===== src/rtl/spi_tx_pkg.sv =====
// Shared types and constants for the SPI transmit arbiter.
package spi_tx_pkg;

  typedef enum logic [1:0] {
    IDLE,
    HEADER,
    DATA,
    DONE
  } state_t;

  localparam logic [3:0] HDR_MAGIC = 4'hA;
  localparam int         LEN_W     = 8;
  localparam int         WORD_W    = 16;

endpackage


===== src/rtl/rr_arbiter.sv =====
// Combinational round-robin pick: lowest requester above last_grant, else lowest overall.
module rr_arbiter #(
  parameter  int REQUESTERS = 4,
  localparam int IDX_W      = $clog2(REQUESTERS)
) (
  input  logic [REQUESTERS-1:0] req,
  input  logic [IDX_W-1:0]      last_grant,
  output logic [IDX_W-1:0]      grant_idx,
  output logic                  any
);

  logic [IDX_W-1:0] hi_idx;
  logic [IDX_W-1:0] lo_idx;
  logic             hi_any;

  // Descending scan so the last hit recorded is the lowest index in each half.
  always_comb begin
    hi_idx = '0;
    lo_idx = '0;
    hi_any = 1'b0;
    any    = 1'b0;
    for (int i = REQUESTERS - 1; i >= 0; i--) begin
      if (req[i]) begin
        lo_idx = IDX_W'(i);
        any    = 1'b1;
        if (IDX_W'(i) > last_grant) begin
          hi_idx = IDX_W'(i);
          hi_any = 1'b1;
        end
      end
    end
  end

  assign grant_idx = hi_any ? hi_idx : lo_idx;

endmodule


===== src/rtl/spi_tx_arbiter.sv =====
// Round-robin, message-locked arbiter sharing one SPI transmit port.
// Define SPI_TX_HEADER_EN to prefix each message with {HDR_MAGIC, grant_id, req_len}.
module spi_tx_arbiter #(
  parameter int REQUESTERS = 4,
  parameter int WORD_W     = 16,
  parameter int MAX_WORDS  = 64
) (
  input  logic                         clk,
  input  logic                         rst,
  input  logic [REQUESTERS-1:0]        req_valid,
  input  logic [REQUESTERS-1:0]        req_last,
  input  logic [REQUESTERS*WORD_W-1:0] req_data,
  input  logic [REQUESTERS*8-1:0]      req_len,
  output logic [REQUESTERS-1:0]        req_ready,
  output logic [15:0]                  spi_out,
  output logic                         write,
  input  logic                         spi_tx_ready,
  output logic                         busy,
  output logic [3:0]                   grant_id,
  output logic                         msg_done,
  output logic                         overrun
);
  import spi_tx_pkg::*;

  localparam int IDX_W = $clog2(REQUESTERS);
  localparam int CNT_W = $clog2(MAX_WORDS + 1);
  localparam logic [CNT_W-1:0] CNT_MAX = CNT_W'(MAX_WORDS);

  state_t            state;
  logic [IDX_W-1:0]  last_grant;
  logic [IDX_W-1:0]  arb_idx;
  logic              arb_any;
  logic [IDX_W-1:0]  g;
  logic              xfer;
  logic [CNT_W-1:0]  word_cnt;
  logic [CNT_W-1:0]  cnt_inc;
  logic              hit_max;
  logic [WORD_W-1:0] lane_data [REQUESTERS];

  assign g       = grant_id[IDX_W-1:0];
  assign xfer    = (state == DATA) && req_valid[g] && spi_tx_ready && !write;
  assign cnt_inc = word_cnt + 1'b1;
  assign busy    = (state != IDLE);

  genvar gi;
  generate
    for (gi = 0; gi < REQUESTERS; gi++) begin : g_lane
      assign lane_data[gi] = req_data[gi*WORD_W +: WORD_W];
      assign req_ready[gi] = xfer && (g == IDX_W'(gi));
    end
  endgenerate

`ifdef SPI_TX_HEADER_EN
  logic [LEN_W-1:0] lane_len [REQUESTERS];
  generate
    for (gi = 0; gi < REQUESTERS; gi++) begin : g_len
      assign lane_len[gi] = req_len[gi*LEN_W +: LEN_W];
    end
  endgenerate
`else
  logic unused_len;
  assign unused_len = ^req_len;
`endif

  rr_arbiter #(.REQUESTERS(REQUESTERS)) u_rr (
    .req        (req_valid),
    .last_grant (last_grant),
    .grant_idx  (arb_idx),
    .any        (arb_any)
  );

  always_ff @(posedge clk or negedge rst) begin
    if (!rst) begin
      state      <= IDLE;
      last_grant <= IDX_W'(REQUESTERS - 1);
      grant_id   <= '0;
      word_cnt   <= '0;
      hit_max    <= 1'b0;
      spi_out    <= '0;
      write      <= 1'b0;
      msg_done   <= 1'b0;
      overrun    <= 1'b0;
    end else begin
      write    <= 1'b0;
      msg_done <= 1'b0;
      overrun  <= 1'b0;
      case (state)
        IDLE: begin
          if (arb_any) begin
            grant_id <= 4'(arb_idx);
            word_cnt <= '0;
            hit_max  <= 1'b0;
`ifdef SPI_TX_HEADER_EN
            state    <= HEADER;
`else
            state    <= DATA;
`endif
          end
        end
`ifdef SPI_TX_HEADER_EN
        HEADER: begin
          if (spi_tx_ready && !write) begin
            spi_out <= {HDR_MAGIC, grant_id, lane_len[g]};
            write   <= 1'b1;
            state   <= DATA;
          end
        end
`endif
        DATA: begin
          if (xfer) begin
            spi_out <= lane_data[g];
            write   <= 1'b1;
            if (word_cnt != CNT_MAX) word_cnt <= cnt_inc;
            // An explicit last word wins over the length guard.
            if (req_last[g]) begin
              state <= DONE;
            end else if (cnt_inc == CNT_MAX) begin
              state   <= DONE;
              hit_max <= 1'b1;
            end
          end
        end
        DONE: begin
          msg_done   <= 1'b1;
          overrun    <= hit_max;
          last_grant <= g;
          state      <= IDLE;
        end
        default: state <= IDLE;
      endcase
    end
  end

endmodule


===== config.mk =====
export PLATFORM = sky130hd
export DESIGN_NAME = spi_tx_arbiter
export DESIGN_NICKNAME = d
export VERILOG_FILES = /design/src/rtl/spi_tx_pkg.sv /design/src/rtl/rr_arbiter.sv /design/src/rtl/spi_tx_arbiter.sv
export SDC_FILE = /design/constraint.sdc
export NUM_CORES = 1
export LEC_CHECK = 0
export ABC_AREA = 1
export CAP_MARGIN = 20
export CORE_UTILIZATION = 40
export CTS_BUF_LIST = sky130_fd_sc_hd__clkbuf_2
export CTS_CLUSTER_DIAMETER = 150
export DETAILED_ROUTE_END_ITERATION = 12
export PLACE_DENSITY = 0.95
export SLEW_MARGIN = 20
export SYNTH_ARGS = -nofsm -noshare
export SYNTH_HDL_FRONTEND = slang
export SYNTH_SLANG_ARGS = --single-unit
export TNS_END_PERCENT = 5

===== constraint.sdc =====
create_clock -name clk -period 2.5 [get_ports clk]
set_input_delay 0.25 -clock clk [delete_from_list [all_inputs] [get_ports clk]]
set_output_delay 0.25 -clock clk [all_outputs]
set_load 0.05 [all_outputs]

Word-level counts from Yosys, hierarchy flattened:

Cells that the tools add are included.

* bits in registers: 33
* bits of input ports: 107
* output and inout bits: 28
* logic and storage cells: 97

* $add $sub $neg: 1
* order comparisons: 6
* eq/ne operators: 13
* muxes and demuxes: 50
* bitwise gates (word level): 1
* reductions and logical operators: 17

Operator list (count)
* 2-bit 2-to-1 mux: 17
* 16-bit binary-select mux with 2-bit select: 1
* 16-bit 2-to-1 mux: 2
* 1-bit 2-to-1 mux: 22
* 7-bit 2-to-1 mux: 3
* 7-bit one-hot mux with 2 select lines: 1
* 2-bit equality test, second input constant: 4
* 7-bit by 1-bit adder with 7-bit output, second input constant: 1
* 7-bit equality test, second input constant: 1
* 1-bit logical AND: 7
* 7-bit != test, second input constant: 1
* 2-bit != test, second input constant: 3
* 5-bit AND reduction: 1
* 1-bit binary-select mux with 2-bit select: 2
* 1-bit by 2-bit > comparator with 1-bit output, first input constant: 2
* 2-bit > comparator, first input constant: 2
* 2-bit logical NOT: 2
* 2-bit by 1-bit != test with 1-bit output, second input constant: 2
* 2-bit one-hot mux with 2 select lines: 1
* 2-bit AND reduction: 2
* 4-bit AND reduction: 1
* 2-bit nonzero test: 2
* 3-bit >= comparator, second input constant: 1
* 2-bit by 3-bit < comparator with 1-bit output, second input constant: 1
* other kinds (6): 6

Depth between registers and ports, before layout:

Gate-level depths: netlist of run 1.

* depth in word-level cells: 10
* depth in mapped cells: 13

Hierarchy:

Synthesis of run 1 repeated with hierarchy kept, for this count alone.

* cells, all modules: 297
* area, all modules: 2062.0 µm²

Modules (own cells, without submodules)
* spi_tx_arbiter: instances 1, cells each 276, area an instance 1978.1 µm², sequential area each 828.3 µm²
* rr_arbiter: instances 1, cells each 21, area an instance 83.8 µm², sequential area each 0.0 µm²

Worst setup path before layout of run 1:

No wires, ideal clock.

* kind: reg2out
* from: reg grant_id[0]
* to: out req_ready[3]
* data arrival time: 2350 ps
* data required time: 2250 ps
* slack: -100 ps
* stages on the path, launching flop included: 5
* path through: dfrtp_1 > inv_2 > clkbuf_1 > clkbuf_1 > nor3_1

* cells in the longest elaborated chain, start to end: 6
* elaborated cells between the ends (all ways): 7
* those cells by class: eq/ne: 1; mux: 2; reduce/logical: 4

Ends and longest elaborated chain
* start, declared: line spi_tx_arbiter.sv:19 `output logic [3:0] grant_id,`
* start signal, assigned: line spi_tx_arbiter.sv:90 `grant_id <= 4'(arb_idx);`
* 1-bit binary-select mux with 2-bit select: line spi_tx_arbiter.sv:41 `assign xfer = (state == DATA) && req_valid[g] && spi_tx_ready && !write;`
* 1-bit 2-to-1 mux (implied by the code): line spi_tx_arbiter.sv:41
* 1-bit logical AND (3 in a row): line spi_tx_arbiter.sv:41
* 1-bit logical AND (*): line spi_tx_arbiter.sv:49 `assign req_ready[gi] = xfer && (g == IDX_W'(gi));`
* end, declared: line spi_tx_arbiter.sv:14 `output logic [REQUESTERS-1:0] req_ready,`

Every way passes the cells marked *; elsewhere a longest branch is shown, timed or not. The select of a mux whose other input is x is not followed.

Worst setup path in the final report of run 1:

* from: reg grant_id[0]
* to: out req_ready[0]

Same word-level chain as after synthesis.

==> results of run 1 <==
==> cells in the mapped netlist, types with 2 or more instances <==
master	number
buf_1	2
nor2_2	3
nor2_1	32
nand2_2	5
ha_1	2
inv_1	16
a41oi_1	17
dfrtp_1	31
o21ai_0	2
o21ai_1	3
buf_2	6
a21oi_1	3
nand2_1	51
dfstp_2	2
nand4_1	3
o22ai_1	2
nor3_1	3
buf_4	3
clkbuf_1	4
a22oi_1	17
inv_2	4
nand3_1	41
==> power by group <==
| group | leakage (µW) | switching [µW] | total [µW] | internal [µW] |
|---|---|---|---|---|
| sequential | 0.000396 | 187 | 944 | 757 |
| clock | 0.0000278 | 193 | 254 | 61.0 |
| combinational | 0.000889 | 1550 | 2370 | 819 |
| total | 0.00131 | 1930 | 3560 | 1640 |
==> registers in the layout, indices dropped and copies added (netlist names) <==
register / flops
spi_out: 16
word_cnt: 7
grant_id: 2
last_grant: 2
state: 2
hit_max: 1
msg_done: 1
overrun: 1
write: 1
==> layer usage <==
layer / wire length, µm / vias up / GRT usage [%]
met2: 3242 / 105 / 44.96
met3: 537 / 8 / 8.425
met5: 0 / - / 0
met4: 71 / 0 / 9.586
li1: - / 1108 / -
met1: 2400 / 1093 / 31.57
==> what timing repair did <==
| item | 4_1_cts | 5_1_grt |
|---|---|---|
| endpoints found under the setup margin | 0 | 1 |
| hold buffers | 0 | 0 |
| resized for setup | 0 | 1 |
==> cell families (layout without fill, tap and decap cells) <==
family          count (synthesis)  in the layout
compound gates                 47             47
xor+xnor                        1              1
fa+ha+maj                       2              2
buf+inv                        36            135
flops                          33             33
other cells                     1              2
simple gates                  142            142
==> per-stage QoR <==
step | util [%] | area, µm²
final | 65.93 | 3156
after floorplan | - | 2021
after detailed placement | 65.05 | 3113
after global routing | 65.93 | 3156
after CTS | 65.83 | 3151
after global placement | 65.05 | 3113
==> path summary, 6_finish.rpt <==
path / start / slack (ns) / cells after the start / to
max in group asynchronous: rst / 1.94 / 2 / last_grant[1]$_DFFE_PN1P_
min: rst / 0.23 / 2 / msg_done$_DFF_PN0_
max reg2reg: grant_id[0]$_DFFE_PN0P_ / 0.39 / 8 / state[0]$_DFFE_PN0P_
max: grant_id[0]$_DFFE_PN0P_ / 0.13 / 8 / req_ready[0]
min reg2reg: last_grant[0]$_DFFE_PN1P_ / 0.52 / 2 / last_grant[0]$_DFFE_PN1P_
min in group clk: req_data[43] / 0.44 / 3 / spi_out[11]$_DFFE_PN0P_
==> area by class of cell <==
class | count | area [µm²]
inverters | 21 | 80.08
clock inverters | 3 | 12.51
flip-flops and latches | 33 | 828.3
clock buffers | 5 | 25.02
repair buffers | 106 | 1084
well taps | 67 | 83.83
multi-input cells | 194 | 1042
fillers | 371 | 1630
==> results.py, run 1 <==
metrics = {
    "hold_path": {
        "worstHoldPathType": "input port to async pin",
    },
    "worst_setup_path": {
        "worst_ep_arrival_time_ns": 2.12,
        "path_buf_inv": 2,
        "crit_path_max_incr_delay_ns": 0.57,
        "path_class": "flop to output pin",
        "crit_top_cell": "nand2_1",
        "crit_required_ns": 2.25,
        "critPathLaunchType": "flop",
        "cpLargestDelayFamily": "simple AND/OR/NAND/NOR gates",
        "path_max_fanout": 11,
        "cp_slowest_cell": "dfrtp_1",
        "cp_cell_sequence": "inv_2 -> nand2_1 -> nand2_1 -> nand2_1 -> nand2_1 -> nand2_2 -> nor3_1 -> buf_12",
        "endpoint_kind": "output pin",
    },
    "synth": {
        "async_flop_share_pct": 100.0,
        "synth-simple-area-share_pct": 31.72,
        "ys_seq_elements": 33,
        "synth_area_um2": 2012,
        "synth_compound_area_share_pct": 17.54,
        "synth.area.top_cells": "dfrtp_1 (39%), nand3_1 (10%), nand2_1 (9.5%), a41oi_1 (7.4%), a22oi_1 (6.3%)",
        "synth-adder-area-share_pct": 1.244,
        "ys_warn_count": 0,
        "synth_top_family_by_area": "simple AND/OR/NAND/NOR gates",
        "synth-edff-count": 0,
        "yosysUniqueCellTypes": 32,
        "synth_top_area_cell": "dfrtp_1",
        "synth_xor_area_share_pct": 0.4353,
        "synthMuxAreaShare_pct": 0,
        "synth_top_cell_area_share_pct": 38.56,
        "synth-main-ff-cell": "dfrtp_1",
        "yosysSeqAreaShare_pct": 41.17,
        "syn_area_per_cell_um2": 7.679,
        "synthCells": 262,
    },
    "global_route": {
        "grt_overflow_total": 0,
        "grt_use_total_pct": 26.52,
        "grt_pass1_vias": 2311,
        "grt_pass1_wl_mm": 10.72,
        "antenna_found_initial": 0,
        "grt_max_degree": 34,
    },
    "layout": {
        "area_growth_pct": 56.84,
        "final_common_cell": "clkdlybuf4s50_1",
        "drive_gt1_share_pct": 9.945,
        "layout_common_cells": "clkdlybuf4s50_1 (95), nand2_1 (51), nand3_1 (41)",
        "final_cells": 429,
        "diodes": 0,
        "num-nets-final": 470,
    },
    "placed_design": {
        "gp_congestion": 0.8822,
        "numPortBuffers": 100,
        "numPlacedInstances": 421,
        "place_ws_ns": 0.4120,
        "dp_hpwl_mm": 4.660,
    },
    "routing": {
        "vias_per_cell": 5.394,
        "ant_nets": 0,
        "dr_total_vias": 2314,
        "first_iter_violations": 177,
        "dr.pass1.iters": 4,
        "drc": 0,
        "routedWlPerCell_um": 14.57,
        "wl_mm": 6.251,
    },
    "clocking": {
        "cts_setup_buffers": 0,
        "cts_buffers": 5,
        "cts_sinks": 33,
        "h-tree-depth": 2,
        "cts_tree": "built",
        "clkTransAtPathRegs_ns": 0.17,
        "cts_root_buf": "clkbuf_2",
        "clockBufferDepth": 2,
        "clk_latency_ns": 0.40,
    },
    "timing": {
        "worst_slew_pin_slew_ns": 0.7692,
        "timing.final.ws_setup_ns": 0.1294,
        "fin_crit_sh_pct": 94.83,
        "setup_viol": 0,
        "final_max_slew_viol_count": 0,
        "hold_slack_ns": 0.2302,
        "period_minus_slack_ns": 2.371,
        "finalSetupTns_ns": 0,
        "max_freq_mhz": 421.8,
        "rsz0062_at_grt": "false",
        "max_slew_margin_pct": 48.66,
        "hold_viol_final": 0,
        "skew_ns": 0.01369,
    },
    "power_and_ir_drop": {
        "power.leakage_uw": 0.001313,
        "power_density_nw_per_um2": 1130,
        "peakVddDrop_uv": 680.7,
        "total_power_uw": 3564,
    },
    "floorplanning": {
        "die_h_um": 72.92,
        "ios": 135,
        "die-area_um2": 5317,
        "rows": 25,
        "start_util_pct": 42.04,
        "core_area_um2": 4786,
        "dieWidth_um": 72.92,
    },
    "run": {
        "drv_cap": 0,
    },
    "run_status": {
        "outcome": "finished, final reports clean",
    },
}
(Power assumes the default switching activity.)
==> run 2: changes to the inputs <==
- SLEW_MARGIN: 20 -> 10
==> results of run 2 <==
Final layout, timing and power as in run 1 (identical DEF).
==> RTL edit 1, RTL diff (settings of run 2) <==
Build with the macro `SPI_TX_HEADER_EN` defined.
--- a/src/rtl/spi_tx_arbiter.sv
+++ b/src/rtl/spi_tx_arbiter.sv
@@ -2,2 +2,4 @@
 // Define SPI_TX_HEADER_EN to prefix each message with {HDR_MAGIC, grant_id, req_len}.
+`define SPI_TX_HEADER_EN
+
 module spi_tx_arbiter #(
Check against the original RTL: not equivalent (Yosys sat finds a counterexample within 4 cycles, from zero or initial values and one cycle with rst low).
==> RTL edit 1 against run 2 <==
Combinational power is 22% higher. Area after synthesis is 20% higher. Sequential cell count stayed put. Worst setup slack better by 0.099 ns. Routed wire length is 34% higher. Design area is 22% higher. Synthesized cell count is 35% higher. Cell count is 29% higher. Largest power group unchanged. Total power is 15% higher. Clock skew is 0.016 ns higher.
==> RTL edit 1: results (changes against run 2) <==
{
  "run_status": {
    "outcome": {"value": "finished clean", "change": "unchanged"}
  },
  "critical_path": {
    "cp_max_fo": {"value": 4, "change": "was 11"},
    "critPathMaxStageDelay": {"value": 0.80, "unit": "ns", "change": "was 0.57 ns"},
    "cp_slowest_cell": {"value": "sky130_fd_sc_hd__clkdlybuf4s50_1", "change": "was sky130_fd_sc_hd__dfrtp_1"},
    "timing.critical_path.arrival": {"value": 2.02, "unit": "ns", "change": "was 2.12 ns"},
    "crit_family": {"value": "buffers and inverters", "change": "was simple AND/OR/NAND/NOR gates"}
  },
  "timing": {
    "fin_skew": {"value": 0.0302, "unit": "ns", "change": "was 0.0137 ns"},
    "worst_max_slew_pin_slew": {"value": 0.752, "unit": "ns", "change": "was 0.769 ns"}
  },
  "placed_design": {
    "portBuffers": {"value": 132, "change": "was 100"},
    "detailed_place.area": {"value": 3800, "unit": "µm²", "change": "was 3110 µm²"},
    "place_congestion": {"value": 0.870, "change": "was 0.882"},
    "dpl.hpwl": {"value": 6640, "unit": "µm", "change": "was 4660 µm"}
  },
  "grt": {
    "via_count_of_the_first_global_routing_pass": {"value": 2913, "change": "was 2311"},
    "wire_length_of_the_first_global_routing_pass": {"value": 13600, "unit": "µm", "change": "was 10700 µm"},
    "track_usage": {"value": 0.277, "change": "was 0.265"}
  },
  "drt": {
    "first_drt_pass_iteration_count": {"value": 5, "change": "was 4"},
    "drt-initial-drc-count": {"value": 244, "change": "was 177"},
    "wl_per_instance": {"value": 15.1, "unit": "µm", "change": "was 14.6 µm"}
  },
  "synth": {
    "area_fraction_in_compound_gates_after_synthesis": {"value": 0.141, "change": "was 0.175"},
    "synthAdderAreaFrac": {"value": 0.0310, "change": "was 0.0124"},
    "synth.distinct_cells": {"value": 34, "change": "was 32"},
    "synth_common_cells": {"value": "sky130_fd_sc_hd__nand2_1 (155), sky130_fd_sc_hd__dfrtp_1 (31), sky130_fd_sc_hd__inv_1 (21)", "change": "was sky130_fd_sc_hd__nand2_1 (51), sky130_fd_sc_hd__nand3_1 (41), sky130_fd_sc_hd__nor2_1 (32)"},
    "synthesis.area": {"value": 2420, "unit": "µm²", "change": "was 2010 µm²"},
    "synth-xor-area-share": {"value": 0.00362, "change": "was 0.00435"},
    "post_synth_mux_area_share": {"value": 0.0331, "change": "was 0"}
  },
  "final_layout": {
    "finalNetCount": {"value": 595, "change": "was 470"},
    "drive_gt1_frac": {"value": 0.0704, "change": "was 0.0994"}
  },
  "power": {
    "leak_pwr": {"value": 1.65, "unit": "nW", "change": "was 1.31 nW"}
  }
}
[RTL edit 1: logic make-up (layout without fill, tap and decap cells)]
kind of cell    Yosys count  count (layout)
fa+ha+maj                 6               6
other cells               1               2
buf+inv                  43             170
flops                    33              33
xor+xnor                  1               1
simple gates            210             210
compound gates           53              53
mux                       8               8
[RTL edit 1: final cells by class]
cell class | instances | area share
repair buffers | 138 | 0.366
inverters | 24 | 0.0241
flip-flops and latches | 33 | 0.216
clock inverters | 1 | 0.00130
well taps | 72 | 0.0234
multi-input cells | 280 | 0.360
clock buffers | 7 | 0.00912
[RTL edit 1: power by group]
part	leakage (nW)	switching (mW)	internal, mW
Clock	0.0330	0.175	0.0762
Sequential	0.421	0.183	0.761
Combinational	1.20	1.87	1.03
[RTL edit 1: per-stage QoR]
stage | std cells | hold slack (ns) | worst slack, ns | power, mW | util
CTS | 555 | 0.233 | 0.212 | 4.10 | 0.677
global route | 555 | 0.237 | 0.0460 | 4.40 | 0.677
detailed placement | 547 | 0.475 | 0.473 | 3.85 | 0.670
floorplan | 356 | -0.0456 | 0.0560 | 2.95 | -
finish | 555 | 0.225 | 0.228 | 4.10 | 0.677
global placement | 547 | 0.466 | 0.605 | 3.75 | 0.670
[RTL edit 1: per-layer routing]
| metal | up-vias | share of wire |
|---|---|---|
| met1 | 1374 | 0.40 |
| met5 | - | 0 |
| li1 | 1422 | - |
| met3 | 32 | 0.071 |
| met2 | 137 | 0.49 |
| met4 | 0 | 0.037 |
[RTL edit 1: final timing paths]
path,startpoint,to,slack (ns),cells after the start
min in group clk,hit_max,overrun,0.51,2
worst max-delay path,state[0],busy,0.23,4
worst max register to register,state[0],spi_out[14],0.50,5
worst min register to register,hit_max,overrun,0.51,2
max in group asynchronous,rst,last_grant[0],1.92,2
worst min-delay path,rst,spi_out[8],0.22,2
==> RTL edit 2, RTL diff (config.mk and constraints of run 2) <==
Without the edit above. Register the output `overrun` once more, with the module's reset; this adds one clock of latency there. The other outputs are not delayed to match.
--- a/src/rtl/spi_tx_arbiter.sv
+++ b/src/rtl/spi_tx_arbiter.sv
@@ -27,2 +27,4 @@
   localparam logic [CNT_W-1:0] CNT_MAX = CNT_W'(MAX_WORDS);
+
+  logic overrun_s0;
 
@@ -81,3 +83,3 @@
       msg_done   <= 1'b0;
-      overrun    <= 1'b0;
+      overrun_s0 <= 1'b0;
     end else begin
@@ -85,3 +87,3 @@
       msg_done <= 1'b0;
-      overrun  <= 1'b0;
+      overrun_s0 <= 1'b0;
       case (state)
@@ -124,3 +126,3 @@
           msg_done   <= 1'b1;
-          overrun    <= hit_max;
+          overrun_s0 <= hit_max;
           last_grant <= g;
@@ -133,2 +135,10 @@
 
+  always_ff @(posedge clk or negedge rst) begin
+    if (!rst) begin
+      overrun <= '0;
+    end else begin
+      overrun <= overrun_s0;
+    end
+  end
+
 endmodule
Check against the original RTL: no difference found for any inputs over 10 cycles, from zero or initial values and one cycle with rst low; that may be too few to reach the edited logic, so the function may still have changed.
==> RTL edit 2 against run 2 <==
Area after synthesis increased by 4.8%. Worst hold slack better by 0.14 ns. Register-to-register slack better by 0.04 ns. Worst setup slack better by 0.067 ns. Routed wire length rose by 0.53%. Via count increased by 1.9%. Clock power increased by 80%. Sequential cell count increased by 1. Design area is 2.7% higher. Total power grew 1.1%. Largest cell class is now multi-input gates.
==> RTL edit 2: results (changes against run 2) <==
{
  "placed_design": {
    "numPlacedInstances": {"value": 450, "change": "was 421"},
    "portBuffers": {"value": 100, "change": "unchanged"},
    "dpl.hpwl": {"value": 4680, "unit": "µm", "change": "was 4660 µm"}
  },
  "synth": {
    "synth_common_cells": {"value": "sky130_fd_sc_hd__nand2_1 (96), sky130_fd_sc_hd__nand3_1 (38), sky130_fd_sc_hd__dfrtp_1 (32)", "change": "was sky130_fd_sc_hd__nand2_1 (51), sky130_fd_sc_hd__nand3_1 (41), sky130_fd_sc_hd__nor2_1 (32)"},
    "ys_top_cells_by_area": {"value": "sky130_fd_sc_hd__dfrtp_1 (38%), sky130_fd_sc_hd__nand2_1 (17%), sky130_fd_sc_hd__nand3_1 (9.0%)", "change": "was sky130_fd_sc_hd__dfrtp_1 (39%), sky130_fd_sc_hd__nand3_1 (10%), sky130_fd_sc_hd__nand2_1 (9.5%)"},
    "synth_seq_area_share": {"value": 0.405, "change": "was 0.412"},
    "synth.distinct_cells": {"value": 31, "change": "was 32"},
    "syn_inst": {"value": 291, "change": "was 262"}
  },
  "grt": {
    "via_count_of_the_first_global_routing_pass": {"value": 2271, "change": "was 2311"},
    "global_route.usage.met2": {"value": 0.449, "change": "was 0.450"},
    "largest_net_degree_at_the_start_of_global_routing": {"value": 35, "change": "was 34"},
    "wire_length_of_the_first_global_routing_pass": {"value": 10000, "unit": "µm", "change": "was 10700 µm"},
    "track_usage": {"value": 0.240, "change": "was 0.265"},
    "grt.met1_usage": {"value": 0.270, "change": "was 0.316"},
    "global_route.usage.met3": {"value": 0.0488, "change": "was 0.0843"}
  },
  "drt": {
    "via_per_inst": {"value": 5.14, "change": "was 5.39"},
    "drt-initial-drc-count": {"value": 153, "change": "was 177"},
    "wl_per_instance": {"value": 13.7, "unit": "µm", "change": "was 14.6 µm"},
    "routed_wl": {"value": 6280, "unit": "µm", "change": "was 6250 µm"}
  },
  "power": {
    "worst_vdd_rail_ir_drop": {"value": 0.601, "unit": "mV", "change": "was 0.681 mV"},
    "p_int": {"value": 1.79, "unit": "mW", "change": "was 1.64 mW"},
    "leak_pwr": {"value": 1.41, "unit": "nW", "change": "was 1.31 nW"}
  },
  "worst_hold_path": {
    "hp-class": {"value": "register to register", "change": "was input port to asynchronous set/reset pin"}
  },
  "timing": {
    "fin_skew": {"value": 0.0192, "unit": "ns", "change": "was 0.0137 ns"},
    "worst_max_slew_pin_slew": {"value": 0.743, "unit": "ns", "change": "was 0.769 ns"}
  },
  "critical_path": {
    "cp_slowest_cell": {"value": "sky130_fd_sc_hd__dfrtp_2", "change": "was sky130_fd_sc_hd__dfrtp_1"},
    "cp_max_fo": {"value": 19, "change": "was 11"}
  },
  "run_status": {
    "outcome": {"value": "finished clean", "change": "unchanged"}
  },
  "final_layout": {
    "filler_cell_count": {"value": 450, "change": "was 371"}
  }
}
==> RTL edit 2: changes by cell type after synthesis, sizes merged, moves of 2 or more <==
cell	change
nand2	+45
clkbuf	-3
nand3	-3
o21ai	+24
a21oi	+15
a22oi	-16
a41oi	-17
nor2	-17
buf	+2
a31oi	+2
==> RTL edit 2: power groups by stage <==
stage | sequential, mW | combinational, mW | clock (mW)
2_1_floorplan | 1.39 | 1.11 | 0
6_report | 0.978 | 2.17 | 0.457
4_1_cts | 0.972 | 2.17 | 0.463
5_1_grt | 1.01 | 2.35 | 0.491
3_3_place_gp | 0.969 | 2.10 | 0
3_5_place_dp | 0.981 | 2.16 | 0
==> RTL edit 2: cell type report <==
type,count,area [µm²],area share
clock buffer,5,25.0,0.00772
clock inverter,3,63.8,0.0197
tap,70,87.6,0.0270
timing repair buffer,103,1060,0.328
inverter,20,78.8,0.0243
sequential,34,855,0.264
multi-input combinational,224,1070,0.330
==> RTL edit 2: logic make-up (layout without fill, tap and decap cells) <==
kind of cell             count (synthesis)  after routing  synth area share
AND/OR/NAND/NOR                        164            164             0.336
AO/OA/AOI/OAI                           56             56             0.155
flip-flops                              34             34             0.405
buffers and inverters                   34            131            0.0902
adder cells (fa/ha/maj)                  2              2            0.0119
other                                    1              2           0.00178
==> RTL edit 2: timing repair <==
action,4_1_cts,5_1_grt
endpoints found under the setup margin,0,1
hold buffers,1,0
setup buffers,0,0
hold endpoints to repair,32,0
gates resized for setup,0,2
==> RTL edit 2: worst paths after layout <==
kind	from	to	slack [ns]	cells after the start
setup / recovery	grant_id[1]	req_ready[3]	0.20	6
hold / removal	overrun_s0	overrun	0.37	0
setup reg to reg	grant_id[0]	state[0]	0.43	9
hold reg to reg	overrun_s0	overrun	0.37	0
max in group asynchronous	rst	grant_id[1]	1.56	2
min in group asynchronous	rst	spi_out[8]	0.43	2
==> RTL edit 2: routing by layer <==
| metal | share of wire | vias up |
|---|---|---|
| met1 | 0.41 | 1100 |
| met3 | 0.053 | 11 |
| met2 | 0.52 | 99 |
| met5 | 0 | - |
| li1 | - | 1147 |
| met4 | 0.012 | 0 |
==> RTL edit 2: stage by stage <==
step | hold slack (ns) | instance area [µm²] | worst slack (ns) | util
after floorplan | -0.0456 | 2110 | 0.252 | -
after global placement | 0.336 | 3140 | 0.507 | 0.614
after detailed placement | 0.341 | 3140 | 0.455 | 0.614
after CTS | 0.377 | 3240 | 0.0926 | 0.634
after global routing | 0.391 | 3240 | 0.0921 | 0.634
final | 0.375 | 3240 | 0.197 | 0.634
